### src/rtl/sat_accum_pkg.sv
// rtl/sat_accum_pkg.sv - shared constants and helpers for the saturating accumulator
package sat_accum_pkg;

    localparam logic OP_ADD = 1'b1;
    localparam logic OP_SUB = 1'b0;

    // Channel index width; a single channel still gets a one-bit index port.
    function automatic int ch_w(input int ch);
        return (ch <= 2) ? 1 : $clog2(ch);
    endfunction

    // Largest signed value of an m-bit word (0 1..1), zero-extended to 64 bits.
    function automatic logic [63:0] sat_max(input int m);
        return (64'd1 << (m - 1)) - 64'd1;
    endfunction

    // Smallest signed value of an m-bit word (1 0..0) in the low m bits.
    function automatic logic [63:0] sat_min(input int m);
        return ~sat_max(m);
    endfunction

endpackage

### src/rtl/sat_addsub_core.sv
// rtl/sat_addsub_core.sv - combinational saturating add/sub with optional SAT_ACCUM_LIMIT_EN clamp
module sat_addsub_core
    import sat_accum_pkg::*;
#(
    parameter int N_IN  = 16,
    parameter int M_ACC = 24
) (
    input  logic [M_ACC-1:0] acc,
    input  logic             clr,
    input  logic             op,
    input  logic [N_IN-1:0]  x,
`ifdef SAT_ACCUM_LIMIT_EN
    input  logic [M_ACC-1:0] lim_hi,
    input  logic [M_ACC-1:0] lim_lo,
`endif
    output logic [M_ACC-1:0] res,
    output logic             ov
);

    localparam logic [M_ACC-1:0] ACC_MAX = M_ACC'(sat_max(M_ACC));
    localparam logic [M_ACC-1:0] ACC_MIN = M_ACC'(sat_min(M_ACC));

    logic [M_ACC:0]   a_ext;
    logic [M_ACC:0]   x_ext;
    logic [M_ACC:0]   sum;
    logic [M_ACC-1:0] sat_val;
    logic             full_ov;

    // Extend both operands by one guard bit, add/sub, then clamp to the full M_ACC range.
    always_comb begin
        a_ext   = clr ? '0 : {acc[M_ACC-1], acc};
        x_ext   = {{(M_ACC + 1 - N_IN){x[N_IN-1]}}, x};
        sum     = (op == OP_ADD) ? (a_ext + x_ext) : (a_ext - x_ext);
        full_ov = (sum[M_ACC] != sum[M_ACC-1]);
        if (full_ov) begin
            sat_val = sum[M_ACC] ? ACC_MIN : ACC_MAX;
        end else begin
            sat_val = sum[M_ACC-1:0];
        end
    end

`ifdef SAT_ACCUM_LIMIT_EN
    // Anti-windup: pull the full-range result into [lim_lo, lim_hi] and flag it as saturated.
    always_comb begin
        res = sat_val;
        ov  = full_ov;
        if ($signed(sat_val) > $signed(lim_hi)) begin
            res = lim_hi;
            ov  = 1'b1;
        end else if ($signed(sat_val) < $signed(lim_lo)) begin
            res = lim_lo;
            ov  = 1'b1;
        end
    end
`else
    assign res = sat_val;
    assign ov  = full_ov;
`endif

endmodule

### src/rtl/sat_accum_mc.sv
// rtl/sat_accum_mc.sv - multi-channel saturating accumulator top, optional SAT_ACCUM_LIMIT_EN limits
module sat_accum_mc
    import sat_accum_pkg::*;
#(
    parameter int N_IN  = 16,
    parameter int M_ACC = 24,
    parameter int CH    = 4,
    parameter int CH_W  = ch_w(CH)
) (
    input  logic             clk,
    input  logic             rst_n,
    input  logic             in_valid,
    output logic             in_ready,
    input  logic [CH_W-1:0]  in_ch,
    input  logic [N_IN-1:0]  in_data,
    input  logic             in_op,
    input  logic             in_clr,
`ifdef SAT_ACCUM_LIMIT_EN
    input  logic [M_ACC-1:0] lim_hi,
    input  logic [M_ACC-1:0] lim_lo,
`endif
    output logic             out_valid,
    input  logic             out_ready,
    output logic [CH_W-1:0]  out_ch,
    output logic [M_ACC-1:0] out_data,
    output logic             out_ov,
    output logic [CH-1:0]    ov_sticky,
    input  logic [CH-1:0]    ov_clr
);

    localparam logic [CH_W:0] CH_LIM = (CH_W + 1)'(CH);

    logic             xfer;
    logic             ch_ok;
    logic             hit;
    logic [M_ACC-1:0] acc [CH];
    logic [M_ACC-1:0] acc_rd;
    logic [M_ACC-1:0] res;
    logic             res_ov;

    // Single output register, no skid: accept whenever that register is empty or draining.
    assign in_ready = !out_valid || out_ready;
    assign xfer     = in_valid && in_ready;
    assign ch_ok    = ({1'b0, in_ch} < CH_LIM);
    assign hit      = xfer && ch_ok;

    // Select the addressed accumulator; out-of-range channels read as zero and are dropped later.
    always_comb begin
        acc_rd = '0;
        for (int c = 0; c < CH; c++) begin
            if (in_ch == CH_W'(c)) begin
                acc_rd = acc[c];
            end
        end
    end

    sat_addsub_core #(
        .N_IN  (N_IN),
        .M_ACC (M_ACC)
    ) u_core (
        .acc    (acc_rd),
        .clr    (in_clr),
        .op     (in_op),
        .x      (in_data),
`ifdef SAT_ACCUM_LIMIT_EN
        .lim_hi (lim_hi),
        .lim_lo (lim_lo),
`endif
        .res    (res),
        .ov     (res_ov)
    );

    // Accumulators are written at the accepting edge, so back-to-back samples see fresh values.
    always_ff @(posedge clk or negedge rst_n) begin
        if (!rst_n) begin
            for (int c = 0; c < CH; c++) begin
                acc[c] <= '0;
            end
        end else if (hit) begin
            for (int c = 0; c < CH; c++) begin
                if (in_ch == CH_W'(c)) begin
                    acc[c] <= res;
                end
            end
        end
    end

    // Output stage: load on a valid-channel transfer, hold while stalled, empty when drained.
    always_ff @(posedge clk or negedge rst_n) begin
        if (!rst_n) begin
            out_valid <= 1'b0;
            out_ch    <= '0;
            out_data  <= '0;
            out_ov    <= 1'b0;
        end else if (hit) begin
            out_valid <= 1'b1;
            out_ch    <= in_ch;
            out_data  <= res;
            out_ov    <= res_ov;
        end else if (out_ready) begin
            out_valid <= 1'b0;
        end
    end

    // Sticky saturation flags; a new saturation beats a simultaneous clear.
    always_ff @(posedge clk or negedge rst_n) begin
        if (!rst_n) begin
            ov_sticky <= '0;
        end else begin
            for (int c = 0; c < CH; c++) begin
                if (hit && res_ov && (in_ch == CH_W'(c))) begin
                    ov_sticky[c] <= 1'b1;
                end else if (ov_clr[c]) begin
                    ov_sticky[c] <= 1'b0;
                end
            end
        end
    end

endmodule
### config.mk
export PLATFORM = sky130hd
export DESIGN_NAME = sat_accum_mc
export DESIGN_NICKNAME = d
export VERILOG_FILES = /design/src/rtl/sat_accum_pkg.sv /design/src/rtl/sat_addsub_core.sv /design/src/rtl/sat_accum_mc.sv
export SDC_FILE = /design/constraint.sdc
export NUM_CORES = 1
export LEC_CHECK = 0
export CORE_MARGIN = 2
export CORE_UTILIZATION = 63
export CTS_CLUSTER_DIAMETER = 40
export DETAILED_ROUTE_END_ITERATION = 12
export GPL_TIMING_DRIVEN = 0
export PLACE_DENSITY_LB_ADDON = 0.08
export SLEW_MARGIN = 20
export SYNTH_ARGS = -nofsm -noshare
export SYNTH_HDL_FRONTEND = slang
export SYNTH_SLANG_ARGS = --single-unit
export TNS_END_PERCENT = 30
### constraint.sdc
create_clock -name clk -period 7.1 [get_ports clk]
set_input_delay 2.13 -clock clk [delete_from_list [all_inputs] [get_ports clk]]
set_output_delay 2.13 -clock clk [all_outputs]
set_load 0.05 [all_outputs]
==> results of run 1 <==
-- critical path, cell delays in order --
cell             delay [ns]
clkdlybuf4s50_1        0.54
clkbuf_2               0.30
buf_1                  0.58
mux4_2                 0.43
and2_1                 0.19
ha_1                   0.39
nand4_1                0.16
nor2_1                 0.15
nand3_1                0.28
a32oi_2                0.42
a221oi_4               0.16
xnor2_4                0.40
clkbuf_4               0.37
buf_2                  0.32
a21oi_1                0.18
o21ai_0                0.27
-- kinds of logic after synthesis --
kind of cell	after synthesis	synth area share (%)
AOI/OAI and AO/OA	215	16.9
xor gates and xnor gates	37	4.49
adders and majority gates	40	6.56
buffers and inverters	58	3.29
DFF	128	43.4
muxes	53	11.7
and+or+nand+nor	217	13.6
-- stage by stage --
step | cell area (um^2) | TNS [ns]
global placement | 8150 | -206.18
global route | 8920 | 0
CTS | 8820 | 0
floorplan | 7380 | 0
detailed placement | 8180 | -128.26
finish | 8920 | 0
-- sequential cells by signal (all words and copies together) (netlist names) --
name	cells
ov_sticky	4
acc	96
out_ch	2
out_valid	1
out_data	24
out_ov	1
-- where the power goes --
| part | internal, mW | switching [mW] | leakage [nW] |
|---|---|---|---|
| logic | 0.785 | 1.31 | 2.06 |
| clock network | 0.565 | 0.307 | 0.290 |
| registers | 1.08 | 0.202 | 1.55 |
-- layout make-up --
class                           instances  area (um^2)  area share, %
Sequential cell                       128         3200           35.9
Inverter                               16         60.1          0.673
Multi-Input combinational cell        562         4050           45.4
Timing Repair Buffer                   61          627           7.03
Tap cell                              143          179           2.01
Clock inverter                          5         77.6          0.870
Buffer                                 42          211           2.37
Clock buffer                           24          512           5.74
-- routing by layer --
layer / vias to the layer above / track usage [%] / part of all wire, %
li1: 2835 / - / -
met1: 3164 / 48.7 / 40
met2: 369 / 56.4 / 47
met3: 77 / 9.56 / 8.8
met4: 0 / 14.1 / 3.5
met5: - / 0 / 0
-- path summary, 6_finish.rpt --
path	to	startpoint	slack, ns
worst min register to register	acc[26]$_DFFE_PN0P_	acc[26]$_DFFE_PN0P_	0.48
worst max register to register	acc[89]$_DFFE_PN0P_	acc[72]$_DFFE_PN0P_	2.60
max in group asynchronous	acc[19]$_DFFE_PN0P_	rst_n	4.72
worst min-delay path	acc[26]$_DFFE_PN0P_	acc[26]$_DFFE_PN0P_	0.48
worst max-delay path	acc[63]$_DFFE_PN0P_	in_ch[1]	0.15
min in group asynchronous	ov_sticky[0]$_DFFE_PN0P_	rst_n	1.64
-- repair_timing --
item,CTS,global route
buffers inserted,0,1
gates resized for setup,24,22
setup endpoints to repair,125,108
pin swaps,0,1
hold buffers,0,0
-- cells in the mapped netlist (all sizes together), types with 4 or more instances --
cell,n,area share [%]
a21o,15,1.5
maj3,14,2.1
a21oi,49,3.3
nand2,120,6.1
a31oi,5,0.42
clkbuf,29,1.5
a211oi,5,0.58
and2,28,2.4
nand3,6,0.41
dfrtp,128,43
ha,25,4.2
mux4,24,7.3
xor2,21,2.5
nor2,26,1.3
o21ai,107,7.4
o21bai,6,0.61
nor3,12,0.88
o22ai,5,0.42
buf,13,0.98
nand4,4,0.42
inv,16,0.81
nor4,6,0.59
mux2,28,4.3
xnor2,16,2.0
==> impl_metrics.json, run 1 <==
{
  "report.final.slew_viol_count": 0,
  "post-route-period-util_pct": 97.8,
  "nets": 882,
  "clk_pin_slew_worst_paths_ns": 0.05,
  "post-place-ws_ns": -1.46,
  "drc_errors": 0,
  "crit_arrival_ns": 7.26,
  "layout_commonest_cell": "dfrtp_1",
  "critPathCaptureType": "flip-flop",
  "placed_cells": 951,
  "h-tree-depth": 4,
  "yosysWarnings": 0,
  "syn2layout_area_growth_pct": 20.9,
  "insertion_delay_ns": 0.42,
  "worst_pin_slew_ns": 0.747,
  "grt_pass1_wl_mm": 34.7,
  "via_per_inst": 6.57,
  "cap_violations": 0,
  "grt.total_usage_pct": 36.0,
  "worst_slack_ns": 0.153,
  "slew-limit-headroom_pct": 50.2,
  "yosys_most_used_dff": "dfrtp_1",
  "r2r_cells": 15,
  "hpwl_mm": 15.1,
  "drt-total-wl_mm": 21.7,
  "p_total_mw": 4.25,
  "cts_buffers": 17,
  "drtAntennaViolNets": 0,
  "hold_slack_ns": 0.476,
  "rsz0062_at_grt": "no",
  "period_minus_slack_ns": 6.95,
  "wl_per_cell_um": 22.1,
  "drtPass1Iterations": 8,
  "syn_area_per_cell_um2": 9.86,
  "cts.sinks": 128,
  "finalSetupViolCount": 0,
  "grt_max_degree": 80,
  "hold_class": "reg -> reg",
  "io_buffers": 59,
  "rows": 39,
  "layout_common_cells": "dfrtp_1, nand2_1, o21ai_0, clkdlybuf4s50_1, a21oi_1",
  "finalNonFillerCells": 981,
  "num-fill-cells": 693,
  "synthCells": 748,
  "p_per_area_nw_per_um2": 476,
  "drt_iter0_drc": 687,
  "crit_type": "in -> reg",
  "die-area_um2": 12600,
  "finClkSkew_ns": 0.00656,
  "antenna_cells": 0,
  "startpoint_type": "input port",
  "cts_tree": "yes",
  "grt_overflow": 0,
  "antenna_found_initial": 0,
  "status": "complete, no violations",
  "required_ns": 7.42,
  "leakage_nw": 3.91,
  "hold_viol": 0,
  "synth_cell_type_count": 60,
  "cts_root_buf": "clkbuf_16",
  "final_core_util_pct": 78.1,
  "start_util_pct": 64.6,
  "synth_edf_count": 0,
  "drive_above_1_share_pct": 16.7,
  "io-pin-count": 61,
  "syn_area_um2": 7380,
  "synthArstFlopShare_pct": 100,
  "worstHoldPathCells": 2,
  "ir_drop_mv": 0.356,
  "fmax_mhz": 144,
  "ys_seq_area_share_pct": 43.4,
  "core-area_um2": 11400,
  "synthesis.nets": 802,
  "vias": 6445,
  "die_x_um": 112,
  "grt_pass1_vias": 6514,
  "crit_fanout": 10,
  "dieHeight_um": 112,
  "clk_path_buf_depth": 2,
  "synth-seq-cells": 128,
  "gp_congestion": 0.986
}
No activity file was read; power rests on OpenSTA's default activity.
==> inputs of run 2 (changes only) <==
--- a/config.mk
+++ b/config.mk
@@ -6,7 +6,7 @@
 export NUM_CORES = 1
 export LEC_CHECK = 0
 export CORE_MARGIN = 2
-export CORE_UTILIZATION = 63
+export CORE_UTILIZATION = 64
 export CTS_CLUSTER_DIAMETER = 40
 export DETAILED_ROUTE_END_ITERATION = 12
 export GPL_TIMING_DRIVEN = 0
@@ -14,5 +14,6 @@
 export SLEW_MARGIN = 20
 export SYNTH_ARGS = -nofsm -noshare
 export SYNTH_HDL_FRONTEND = slang
+export SYNTH_HIERARCHICAL = 1
 export SYNTH_SLANG_ARGS = --single-unit
 export TNS_END_PERCENT = 30
==> run 2 against run 1 <==
Synthesized cell count fell by 19%. Sequential power barely moved. Via count fell by 20%. Sequential share of layout area fell by 0.16 points. Setup slack improved by 0.25 ns. Maximum frequency rose by 3.7%. Non-clock buffer count fell by 19. Global-route usage fell by 7.1 points. Hold slack improved by 0.013 ns. Cell count fell by 15%. Critical path type unchanged. Critical endpoint is now acc[16]$_DFFE_PN0P_. Highest routed layer unchanged.
==> impl_metrics.json, run 2 <==
{
  "status": "complete, no violations",
  "finalNonFillerCells": 836,
  "grt.total_usage_pct": 28.9,
  "ir_drop_mv": 0.410,
  "leakage_nw": 3.88,
  "synthesis.nets": 658,
  "wl_per_cell_um": 20.5,
  "slowest_stage": "or4_4",
  "h-tree-depth": 4,
  "grt_overflow": 0,
  "hold_slack_ns": 0.489,
  "largest_register": "acc",
  "post-route-period-util_pct": 94.3,
  "period_minus_slack_ns": 6.70,
  "power_switching_share_pct": 38.6,
  "post-place-ws_ns": -0.265,
  "post_cts_buffers": 0,
  "crit_arrival_ns": 7.06,
  "synthCells": 604,
  "synthTopCellsByCount": "dfrtp_1, mux2_2, a21oi_1",
  "via_per_inst": 6.18,
  "layout_commonest_cell": "dfrtp_1",
  "finClkSkew_ns": 0.00801,
  "dieHeight_um": 113,
  "ys_seq_area_share_pct": 42.5,
  "clk_path_buf_depth": 2,
  "vias": 5165,
  "synth_cell_type_count": 53,
  "max_stage_delay_ns": 0.57,
  "syn_area_per_cell_um2": 12.5,
  "drt-total-wl_mm": 17.1,
  "cts.sinks": 128,
  "die-area_um2": 12700,
  "cts_tree": "yes",
  "crit_path_frequent_cell": "a21oi_1",
  "drtAntennaViolNets": 0,
  "drc_errors": 0,
  "cts_buffers": 17,
  "io-pin-count": 61,
  "yosys.area.top_type": "dfrtp_1",
  "final_core_util_pct": 78.1,
  "critPathCaptureType": "flip-flop",
  "nets": 735,
  "start_util_pct": 65.8,
  "seqPwrFrac_pct": 29.7,
  "synth.area.top_cells": "dfrtp_1, mux2_2, mux4_2",
  "switchingPower_mw": 1.67,
  "worst_slack_ns": 0.403,
  "grt_pass1_vias": 5383,
  "startpoint_type": "input port",
  "drtPass1Iterations": 4,
  "yosys_most_used_dff": "dfrtp_1",
  "synth_edf_count": 0,
  "slew-limit-headroom_pct": 61.6,
  "rsz0062_at_grt": "no",
  "gp_congestion": 0.915,
  "pwr-share-comb_pct": 48.9,
  "drive_above_1_share_pct": 32.3,
  "crit_fanout": 10,
  "hpwl_mm": 11.9,
  "synth-seq-cells": 128,
  "layout_common_cells": "dfrtp_1, mux2_2, clkdlybuf4s50_1, a21oi_1",
  "core-area_um2": 11500,
  "p_per_area_nw_per_um2": 482,
  "insertion_delay_ns": 0.43,
  "yosys.area.top_type_share_pct": 42.5,
  "antenna_found_initial": 0,
  "yosysWarnings": 6,
  "antenna_cells": 0,
  "placed_cells": 805,
  "synthArstFlopShare_pct": 100,
  "io_buffers": 57,
  "synth.most_common_cell": "dfrtp_1",
  "grt_max_degree": 82,
  "crit_chain": "clkdlybuf4s50_1 -> or4_4 -> nor4_1 -> nand2_1 -> nor2_1 -> a21oi_1 -> nor3_2 -> nor2_1 -> ha_1 -> a21oi_1 -> o21ai_0 -> a21oi_1 -> a21bo_2 -> a21oi_1 -> xnor2_2 -> buf_6 -> nand2_4 -> buf_6 -> a21oi_1 -> mux2_2",
  "report.final.slew_viol_count": 0,
  "rows": 39,
  "fmax_mhz": 149,
  "syn_area_um2": 7540,
  "worst_pin_slew_ns": 0.575,
  "die_x_um": 113,
  "hold_class": "reg -> reg",
  "cap_violations": 0,
  "reg_top3": "acc: 96 flops, out_data: 24 flops, ov_sticky: 4 flops",
  "grt_pass1_wl_mm": 28.1,
  "power.internal_mw": 2.65,
  "drt_iter0_drc": 409,
  "syn2layout_area_growth_pct": 18.9,
  "crit_type": "in -> reg",
  "finalSetupViolCount": 0,
  "clk_pin_slew_worst_paths_ns": 0.05,
  "power_frac_clock_pct": 21.5,
  "hold_viol": 0,
  "largest_register_ffs": 96,
  "p_total_mw": 4.32,
  "cts_root_buf": "clkbuf_16",
  "required_ns": 7.46
}
## run 2: cell types whose count changed after synthesis, moves of 6 or more
cell      before  now
nand2_1      120   21
and2_1        28    2
mux2_2        28  100
o21bai_1       6    0
o21ai_0       99   17
a21o_1        15    8
clkbuf_1      28    5
nor2b_1        1   25
buf_6          2   12
mux2_4         0   20
## run 2: per-layer routing
layer  part of all wire, %  track usage, %
met3                   4.9            5.78
met2                    49            46.0
met4                   1.6            10.1
met1                    44            39.9
met5                     0               0
## run 2: timing repair
action	4_1_cts	5_1_grt
hold buffers	0	0
resized for setup	0	2
setup endpoints to repair	0	54
## run 2: cell families (layout without fill, tap and decap cells)
| group | after synthesis | after routing | share of synthesized area (%) |
|---|---|---|---|
| flops | 128 | 128 | 42.5 |
| mux | 147 | 147 | 26.5 |
| simple gates | 107 | 107 | 8.50 |
| compound gates | 111 | 111 | 9.09 |
| fa+ha+maj | 30 | 30 | 5.01 |
| buf+inv | 45 | 134 | 3.75 |
| xor+xnor | 36 | 36 | 4.63 |
## run 2: stage by stage
stage | area (um^2) | TNS [ns]
global placement | 8290 | -110.60
floorplan | 7540 | 0
global route | 8960 | 0
detailed placement | 8320 | -9.78
CTS | 8940 | 0
finish | 8960 | 0
## run 2: power by group through the flow
stage | Clock, mW | Combinational, mW | Sequential [mW]
floorplan | 0 | 1.28 | 1.52
detailed placement | 0 | 2.07 | 1.28
global placement | 0 | 2.01 | 1.25
finish | 0.926 | 2.11 | 1.28
global route | 0.969 | 2.26 | 1.32
CTS | 0.934 | 2.10 | 1.28
## run 2: area by class of cell
type | count | area, um^2
multi-input cells | 431 | 4070
flip-flops and latches | 128 | 3200
fillers | 718 | 2510
repair buffers | 58 | 599
clock buffers | 18 | 439
plain buffers | 26 | 211
clock inverters | 13 | 188
well taps | 143 | 179
inverters | 19 | 71.3
## run 2: final timing paths
path,startpoint,to,slack (ns),cells after the start
min,out_ov$_DFFE_PN0P_,out_ov$_DFFE_PN0P_,0.49,1
max in group asynchronous,rst_n,out_valid$_DFFE_PN0P_,4.73,2
max,in_data[2],acc[16]$_DFFE_PN0P_,0.40,20
min reg2reg,out_ov$_DFFE_PN0P_,out_ov$_DFFE_PN0P_,0.49,1
max reg2reg,acc[24]$_DFFE_PN0P_,acc[16]$_DFFE_PN0P_,2.77,15
min in group asynchronous,rst_n,out_data[7]$_DFFE_PN0P_,1.63,1
## run 2: worst max-delay path, delay by kind of cell
family                   cells  cell delay (ns)
AO/OA/AOI/OAI                7             1.49
XOR/XNOR                     1             0.19
adder cells (fa/ha/maj)      1             0.40
buffers and inverters        3             0.91
multiplexers                 1             0.25
AND/OR/NAND/NOR              7             1.68
